### config.mk
export PLATFORM = sky130hd
export DESIGN_NAME = hamming_mem_engine_flat
export DESIGN_NICKNAME = d
export VERILOG_FILES = /design/src/rtl/hamming_mem_if.sv /design/src/rtl/hamming_mem_engine.sv /design/src/flat_wrapper.sv
export SDC_FILE = /design/constraint.sdc
export NUM_CORES = 1
export LEC_CHECK = 0
export CORE_MARGIN = 2
export CORE_UTILIZATION = 40
export DETAILED_ROUTE_END_ITERATION = 8
export PLACE_DENSITY = 0.71
export SLEW_MARGIN = 0
export SYNTH_ARGS = -nofsm -noshare
export SYNTH_HDL_FRONTEND = slang
export SYNTH_SLANG_ARGS = --single-unit
### constraint.sdc
create_clock -name clk -period 3.2 [get_ports clk]
set_clock_uncertainty 0.1 [all_clocks]
set_input_delay 0.8 -clock clk [delete_from_list [all_inputs] [get_ports clk]]
set_output_delay 0.8 -clock clk [all_outputs]
set_load 0.02 [all_outputs]
### src/rtl/hamming_mem_if.sv
// rtl/hamming_mem_if.sv - job request, data-memory bus and status bundle for hamming_mem_engine
//
// Parameters: AW = data-memory address width, CW = status counter width.
// Signals:
//   init, mode, src_base, dst_base, count   job request (driven by the core)
//   mem_addr, mem_wr_en, mem_wdata          data-memory master outputs
//   mem_rdata                               data-memory read data (one cycle after mem_addr)
//   done, corr_cnt, unc_cnt                 job status
// Modports: master = engine side, slave = core/memory side.

interface hamming_mem_if #(
    parameter int AW = 8,
    parameter int CW = 8
);
    logic          init;
    logic          mode;
    logic [AW-1:0] src_base;
    logic [AW-1:0] dst_base;
    logic [AW-1:0] count;
    logic [AW-1:0] mem_addr;
    logic          mem_wr_en;
    logic [7:0]    mem_wdata;
    logic [7:0]    mem_rdata;
    logic          done;
    logic [CW-1:0] corr_cnt;
    logic [CW-1:0] unc_cnt;

    modport master (
        input  init, mode, src_base, dst_base, count, mem_rdata,
        output mem_addr, mem_wr_en, mem_wdata, done, corr_cnt, unc_cnt
    );

    modport slave (
        output init, mode, src_base, dst_base, count, mem_rdata,
        input  mem_addr, mem_wr_en, mem_wdata, done, corr_cnt, unc_cnt
    );
endinterface

### src/rtl/hamming_mem_engine.sv
// rtl/hamming_mem_engine.sv - Hamming(15,11) memory-to-memory encode/decode engine
//
// Ports: clk, reset_n (async active-low), bus (hamming_mem_if.master).
// Walks `count` 16-bit messages (lo byte at base+2i, hi at base+2i+1), five
// cycles per message: RD_LO, RD_HI, CAP, WR_LO, WR_HI.
// Optional macro HAMMING_DED_EN: SEC-DED with overall parity p0 in hi[7] and
// uncorrectable-event counting; without it, SEC only and unc_cnt stays 0.

module hamming_mem_engine #(
    parameter int AW = 8,
    parameter int CW = 8
) (
    input  logic           clk,
    input  logic           reset_n,
    hamming_mem_if.master  bus
);
    localparam logic [2:0] S_IDLE  = 3'd0;
    localparam logic [2:0] S_RD_LO = 3'd1;
    localparam logic [2:0] S_RD_HI = 3'd2;
    localparam logic [2:0] S_CAP   = 3'd3;
    localparam logic [2:0] S_WR_LO = 3'd4;
    localparam logic [2:0] S_WR_HI = 3'd5;
    localparam logic [2:0] S_DONE  = 3'd6;

    // Masks over codeword positions [15:1]: position p is covered by parity 2^k when bit k of p is set.
    localparam logic [15:1] M_P1 = 15'h5555;
    localparam logic [15:1] M_P2 = 15'h6666;
    localparam logic [15:1] M_P4 = 15'h7878;
    localparam logic [15:1] M_P8 = 15'h7F80;

    logic [2:0]    state;
    logic          mode_q;
    logic [AW-1:0] src_q;      // running source pointer, src_base + 2i
    logic [AW-1:0] dst_q;      // running destination pointer, dst_base + 2i
    logic [AW-1:0] cnt_q;
    logic [AW-1:0] idx_q;
    logic [7:0]    lo_q;
    logic [7:0]    hi_q;
    logic [CW-1:0] corr_q;
    logic [CW-1:0] unc_q;

    logic [15:1] enc_d, enc_cw, rx_cw, fix_cw;
    logic [3:0]  syn;
    logic        p0_enc, corr_evt, unc_evt, do_flip;
    logic [15:0] enc_word, dec_word, result;

    always_comb begin
        enc_d         = '0;
        enc_d[3]      = lo_q[0];
        enc_d[7:5]    = lo_q[3:1];
        enc_d[15:9]   = {hi_q[2:0], lo_q[7:4]};
        enc_cw        = enc_d;
        enc_cw[1]     = ^(enc_d & M_P1);
        enc_cw[2]     = ^(enc_d & M_P2);
        enc_cw[4]     = ^(enc_d & M_P4);
        enc_cw[8]     = ^(enc_d & M_P8);

        rx_cw = {hi_q[6:0], lo_q};
        syn   = {^(rx_cw & M_P8), ^(rx_cw & M_P4), ^(rx_cw & M_P2), ^(rx_cw & M_P1)};

`ifdef HAMMING_DED_EN
        p0_enc   = ^enc_cw;
        // Odd overall parity means one flipped bit (possibly p0 itself, when syn == 0);
        // even parity with a nonzero syndrome means two flips, which are left alone.
        corr_evt = ^{hi_q[7], rx_cw};
        unc_evt  = !corr_evt && (syn != 4'd0);
        do_flip  = corr_evt && (syn != 4'd0);
`else
        p0_enc   = 1'b0;
        corr_evt = (syn != 4'd0);
        unc_evt  = 1'b0;
        do_flip  = corr_evt;
`endif

        fix_cw = rx_cw;
        for (int k = 1; k < 16; k++) begin
            if (do_flip && (syn == 4'(k))) fix_cw[k] = ~rx_cw[k];
        end

        enc_word = {p0_enc, enc_cw};
        dec_word = {unc_evt, 4'b0000, fix_cw[15:9], fix_cw[7:5], fix_cw[3]};
        result   = mode_q ? dec_word : enc_word;
    end

    always_comb begin
        bus.mem_addr  = '0;
        bus.mem_wr_en = 1'b0;
        bus.mem_wdata = 8'h00;
        case (state)
            S_RD_LO: bus.mem_addr = src_q;
            S_RD_HI: bus.mem_addr = src_q + AW'(1);
            S_WR_LO: begin
                bus.mem_addr  = dst_q;
                bus.mem_wr_en = 1'b1;
                bus.mem_wdata = result[7:0];
            end
            S_WR_HI: begin
                bus.mem_addr  = dst_q + AW'(1);
                bus.mem_wr_en = 1'b1;
                bus.mem_wdata = result[15:8];
            end
            default: ;
        endcase
    end

    assign bus.done     = (state == S_DONE);
    assign bus.corr_cnt = corr_q;
    assign bus.unc_cnt  = unc_q;

    always_ff @(posedge clk or negedge reset_n) begin
        if (!reset_n) begin
            state  <= S_IDLE;
            mode_q <= 1'b0;
            src_q  <= '0;
            dst_q  <= '0;
            cnt_q  <= '0;
            idx_q  <= '0;
            lo_q   <= 8'h00;
            hi_q   <= 8'h00;
            corr_q <= '0;
            unc_q  <= '0;
        end else begin
            case (state)
                S_IDLE, S_DONE: begin
                    if (bus.init) begin
                        mode_q <= bus.mode;
                        src_q  <= bus.src_base;
                        dst_q  <= bus.dst_base;
                        cnt_q  <= bus.count;
                        idx_q  <= '0;
                        corr_q <= '0;
                        unc_q  <= '0;
                        state  <= (bus.count == '0) ? S_DONE : S_RD_LO;
                    end
                end
                S_RD_LO: state <= S_RD_HI;
                S_RD_HI: begin
                    lo_q  <= bus.mem_rdata;
                    state <= S_CAP;
                end
                S_CAP: begin
                    hi_q  <= bus.mem_rdata;
                    state <= S_WR_LO;
                end
                S_WR_LO: state <= S_WR_HI;
                S_WR_HI: begin
                    if (mode_q && corr_evt && (corr_q != {CW{1'b1}})) corr_q <= corr_q + CW'(1);
                    if (mode_q && unc_evt && (unc_q != {CW{1'b1}}))   unc_q  <= unc_q + CW'(1);
                    src_q <= src_q + AW'(2);
                    dst_q <= dst_q + AW'(2);
                    idx_q <= idx_q + AW'(1);
                    state <= ((idx_q + AW'(1)) == cnt_q) ? S_DONE : S_RD_LO;
                end
                default: state <= S_IDLE;
            endcase
        end
    end
endmodule

### src/flat_wrapper.sv
// flat-port wrapper written by rule: the top's interface ports become plain ports
module hamming_mem_engine_flat 
#(
    parameter int AW = 8,
    parameter int CW = 8
)
  (clk, reset_n, bus_init, bus_mode, bus_src_base, bus_dst_base, bus_count, bus_mem_rdata, bus_mem_addr, bus_mem_wr_en, bus_mem_wdata, bus_done, bus_corr_cnt, bus_unc_cnt);
  hamming_mem_if #(.AW(AW), .CW(CW)) bus_i ();
  input  logic clk;
  input  logic reset_n;
  input wire logic [$bits(bus_i.init)-1:0] bus_init;
  input wire logic [$bits(bus_i.mode)-1:0] bus_mode;
  input wire logic [$bits(bus_i.src_base)-1:0] bus_src_base;
  input wire logic [$bits(bus_i.dst_base)-1:0] bus_dst_base;
  input wire logic [$bits(bus_i.count)-1:0] bus_count;
  input wire logic [$bits(bus_i.mem_rdata)-1:0] bus_mem_rdata;
  output wire logic [$bits(bus_i.mem_addr)-1:0] bus_mem_addr;
  output wire logic [$bits(bus_i.mem_wr_en)-1:0] bus_mem_wr_en;
  output wire logic [$bits(bus_i.mem_wdata)-1:0] bus_mem_wdata;
  output wire logic [$bits(bus_i.done)-1:0] bus_done;
  output wire logic [$bits(bus_i.corr_cnt)-1:0] bus_corr_cnt;
  output wire logic [$bits(bus_i.unc_cnt)-1:0] bus_unc_cnt;
  assign bus_i.init = bus_init;
  assign bus_i.mode = bus_mode;
  assign bus_i.src_base = bus_src_base;
  assign bus_i.dst_base = bus_dst_base;
  assign bus_i.count = bus_count;
  assign bus_i.mem_rdata = bus_mem_rdata;
  assign bus_mem_addr = bus_i.mem_addr;
  assign bus_mem_wr_en = bus_i.mem_wr_en;
  assign bus_mem_wdata = bus_i.mem_wdata;
  assign bus_done = bus_i.done;
  assign bus_corr_cnt = bus_i.corr_cnt;
  assign bus_unc_cnt = bus_i.unc_cnt;
  hamming_mem_engine #(.AW(AW), .CW(CW)) u_core (.clk(clk), .reset_n(reset_n), .bus(bus_i));
endmodule
==> out/qor.log <==
qor: synthesis.yosys.cell_types.count 64
qor: synthesis.ys_seq_elements 59
qor: clock_tree.cts_htree_levels 3
qor: clock_tree.worstSkewPairLatency 340 ps
qor: status.failed_checks negative setup slack
qor: synthesis.synthDominantAreaCellType sky130_fd_sc_hd__dfrtp_1
qor: timing.report.final.slew_viol_count 0
qor: clock_tree.cts.clk_slew.worst_paths 80 ps
qor: place.port-buffer-count 61
qor: synthesis.synth-main-ff-cell sky130_fd_sc_hd__dfrtp_1
qor: route.routed-via-count 4,481
qor: floorplan.floorplan.io_pins 70
qor: timing.setup_ws -396 ps
qor: floorplan.die_width 109 um
qor: timing.finalHoldWorstSlack 372 ps
qor: grt.antenna_found_initial 0
qor: route.dr.pass1.iters 6
qor: timing.hold_vio_cnt_final 0
qor: grt.grt_start_max_net_pins 34
qor: synthesis.synth.top_cells.by_count sky130_fd_sc_hd__nand2_1, sky130_fd_sc_hd__dfrtp_1, sky130_fd_sc_hd__nand3_1, sky130_fd_sc_hd__nor2_1, sky130_fd_sc_hd__xnor2_1
qor: timing.fmax 278 MHz
qor: clock_tree.clock_tree.root_cell sky130_fd_sc_hd__clkbuf_8
qor: place.post-dp-hpwl 9190 um
qor: worst_setup_path.worst-endpoint-required 2300 ps
qor: floorplan.std_cell_rows 38
qor: synthesis.synth-seq-area-share 0.336
qor: min_path.timing.hold.worst.class in -> async
qor: clock_tree.tritoncts done
qor: timing.slew_of_the_pin_with_the_lowest_slew_margin 668 ps
qor: worst_setup_path.critical_path.startpoint_type flip-flop
qor: clock_tree.cts_hold_buffers 0
qor: final_layout.final_layout_size_suffix_gt1_frac 0.304
qor: final_layout.antenna_cells 0
qor: clock_tree.tritoncts_num_sinks 59
qor: synthesis.synthesis.instances 524
qor: grt.grt-ovfl-total 0
qor: place.instance_area_at_placement 5600 um2
qor: floorplan.effective_utilization_at_floorplan 0.407
qor: route.route.detailed.drc 0
qor: worst_setup_path.rr_worst_depth 11
qor: final_layout.design_area_final 6380 um2
qor: synthesis.netlist.area_leader.share 0.336
qor: worst_setup_path.r2r-start u_core.lo_q[6]
qor: worst_setup_path.critical_path_peak_fanout 3
qor: grt.vias_in_the_first_global_route 4,363
qor: synthesis.synth.avg_cell_area 8.39 um2
qor: job.reported_max_cap_violation_count 0
qor: final_layout.syn2layout_area_growth 45.2%
qor: timing.min_period_over_period 1.12
qor: route.drt-vias-per-instance 5.53
qor: floorplan.placeableCoreArea 10,800 um2
qor: worst_setup_path.worstReg2RegEnd u_core.bus.corr_cnt[7]
qor: timing.timing.max_slew.rel_slack 0.555
qor: synthesis.synth.area.top_cells sky130_fd_sc_hd__dfrtp_1, sky130_fd_sc_hd__nand2_1, sky130_fd_sc_hd__xnor2_1, sky130_fd_sc_hd__xor2_1, sky130_fd_sc_hd__nand3_1
qor: worst_setup_path.worst-endpoint-arrival 2700 ps
qor: synthesis.ys_warn_count 0
qor: grt.grt.total_usage 0.226
qor: synthesis.synth_area 4400 um2
qor: synthesis.post-synth-top-count-cell sky130_fd_sc_hd__nand2_1
qor: status.run_status complete, but fails checks
qor: route.detail_route.wl_per_cell 16.4 um
qor: final_layout.fin_nets 709
qor: place.place.gp.congestion 0.923
qor: worst_setup_path.end_kind output pin
qor: route.initialDrtViolationCount 450
qor: worst_setup_path.reg2reg_slack 410 ps
qor: clock_tree.cts-buffers-inserted 9
qor: route.drt-total-wl 13,300 um
qor: synthesis.synth-edff-count 0
qor: route.route.antenna.remaining_nets 0
qor: floorplan.die_height 109 um
qor: place.dp_cells 766
qor: timing.setup_repair_after_global_routing_missed_its_margin true
qor: clock_tree.clock_path_buffers 2
qor: floorplan.floorplan.die_area 11,800 um2
qor: grt.grt_pass1_wl 20,900 um
qor: timing.setup_viol 13
qor: final_layout.layout.cells.non_filler 811
qor: worst_setup_path.criticalPathCategory reg -> out
qor: timing.period_needed 3600 ps
qor: synthesis.synth-async-reset-ratio 1.00
routing by layer:
layer  up-vias  track usage  part of all wire
li1       2105            -                 -
met2       189        0.376              0.48
met1      2148        0.288              0.43
met3        39       0.0353             0.057
met4         0        0.107             0.033
met5         -            0                 0
registers in the layout, indices dropped and copies added, names as in the netlist:
signal	count
u_core.mode_q	1
u_core.cnt_q	8
u_core.hi_q	7
u_core.bus.corr_cnt	8
u_core.state	3
u_core.idx_q	8
u_core.lo_q	8
u_core.dst_q	8
u_core.src_q	8
timing repair:
item                       CTS  global route
setup buffers               16            16
cloned                       0             0
gates resized for setup    124            29
pin swaps                   37            33
setup endpoints to repair   15            16
how the worst max path moves through the flow:
stage	start	endpoint	slack (ps)	cells after the start
final	u_core.lo_q[6]	bus_mem_wdata[1]	-400	10
after global routing	u_core.lo_q[6]	bus_mem_wdata[5]	-500	10
after CTS	u_core.hi_q[5]	bus_mem_wdata[5]	-500	10
after detailed placement	u_core.hi_q[5]	bus_mem_wdata[4]	-500	9
after global placement	u_core.hi_q[0]	bus_mem_wdata[1]	-480	8
after floorplan	u_core.lo_q[6]	bus_mem_wdata[6]	20	8
per-stage QoR:
step,setup TNS (ps),utilization,setup slack [ps]
global placement,-4160,0.519,-482
global route,-4890,0.592,-498
CTS,-3750,0.570,-500
finish,-3340,0.592,-396
floorplan,0,-,21.4
detailed placement,-4750,0.519,-497
final cells by class:
| type | instances | area [um2] |
|---|---|---|
| Fill cell | 874 | 4410 |
| Multi-Input combinational cell | 426 | 3050 |
| Sequential cell | 59 | 1480 |
| Timing Repair Buffer | 167 | 1470 |
| Tap cell | 140 | 175 |
| Clock buffer | 12 | 165 |
| Clock inverter | 2 | 35.0 |
| Inverter | 5 | 18.8 |
critical path: stages (launching register included):
cell and delay, ps:
sky130_fd_sc_hd__dfrtp_1 350, sky130_fd_sc_hd__xnor3_2 510, sky130_fd_sc_hd__buf_12 180, sky130_fd_sc_hd__xnor2_4 190, sky130_fd_sc_hd__buf_6 140, sky130_fd_sc_hd__nand3_4 60, sky130_fd_sc_hd__a211oi_2 280, sky130_fd_sc_hd__xnor2_1 140
sky130_fd_sc_hd__a21oi_1 100, sky130_fd_sc_hd__or2_4 270, sky130_fd_sc_hd__buf_6 130
kinds of logic (layout without fill, tap and decap cells):
kind of cell / after synthesis / in the layout / synth area share
mux: 17 / 17 / 0.0413
simple gates: 223 / 223 / 0.233
other cells: 1 / 8 / 0.000853
compound gates: 105 / 105 / 0.161
fa+ha+maj: 5 / 5 / 0.0142
flops: 59 / 59 / 0.336
buf+inv: 46 / 186 / 0.0515
xor+xnor: 68 / 68 / 0.163
cell usage in the layout (no fill, tap or decap), drive strengths merged, types with 4 or more instances in the layout:
cell type	synthesis	layout
nor2b	4	4
nor3	8	8
a221o	7	7
a21oi	20	20
o22ai	9	9
nand2b	9	9
buf	16	122
nor2	33	33
clkbuf	25	12
o211ai	6	6
a31oi	4	4
and3	15	15
a211oi	6	6
xor2	30	30
ha	5	5
dfrtp	59	59
inv	5	5
conb	1	8
o21ai	30	30
nand2	104	104
clkdlybuf4s50	0	44
xnor2	36	36
mux2i	8	8
mux2	9	9
nand3	34	34
Power is left out: the tool's default activity adds up to more than one toggle a clock period on the data nets, which glitch-free logic cannot reach.
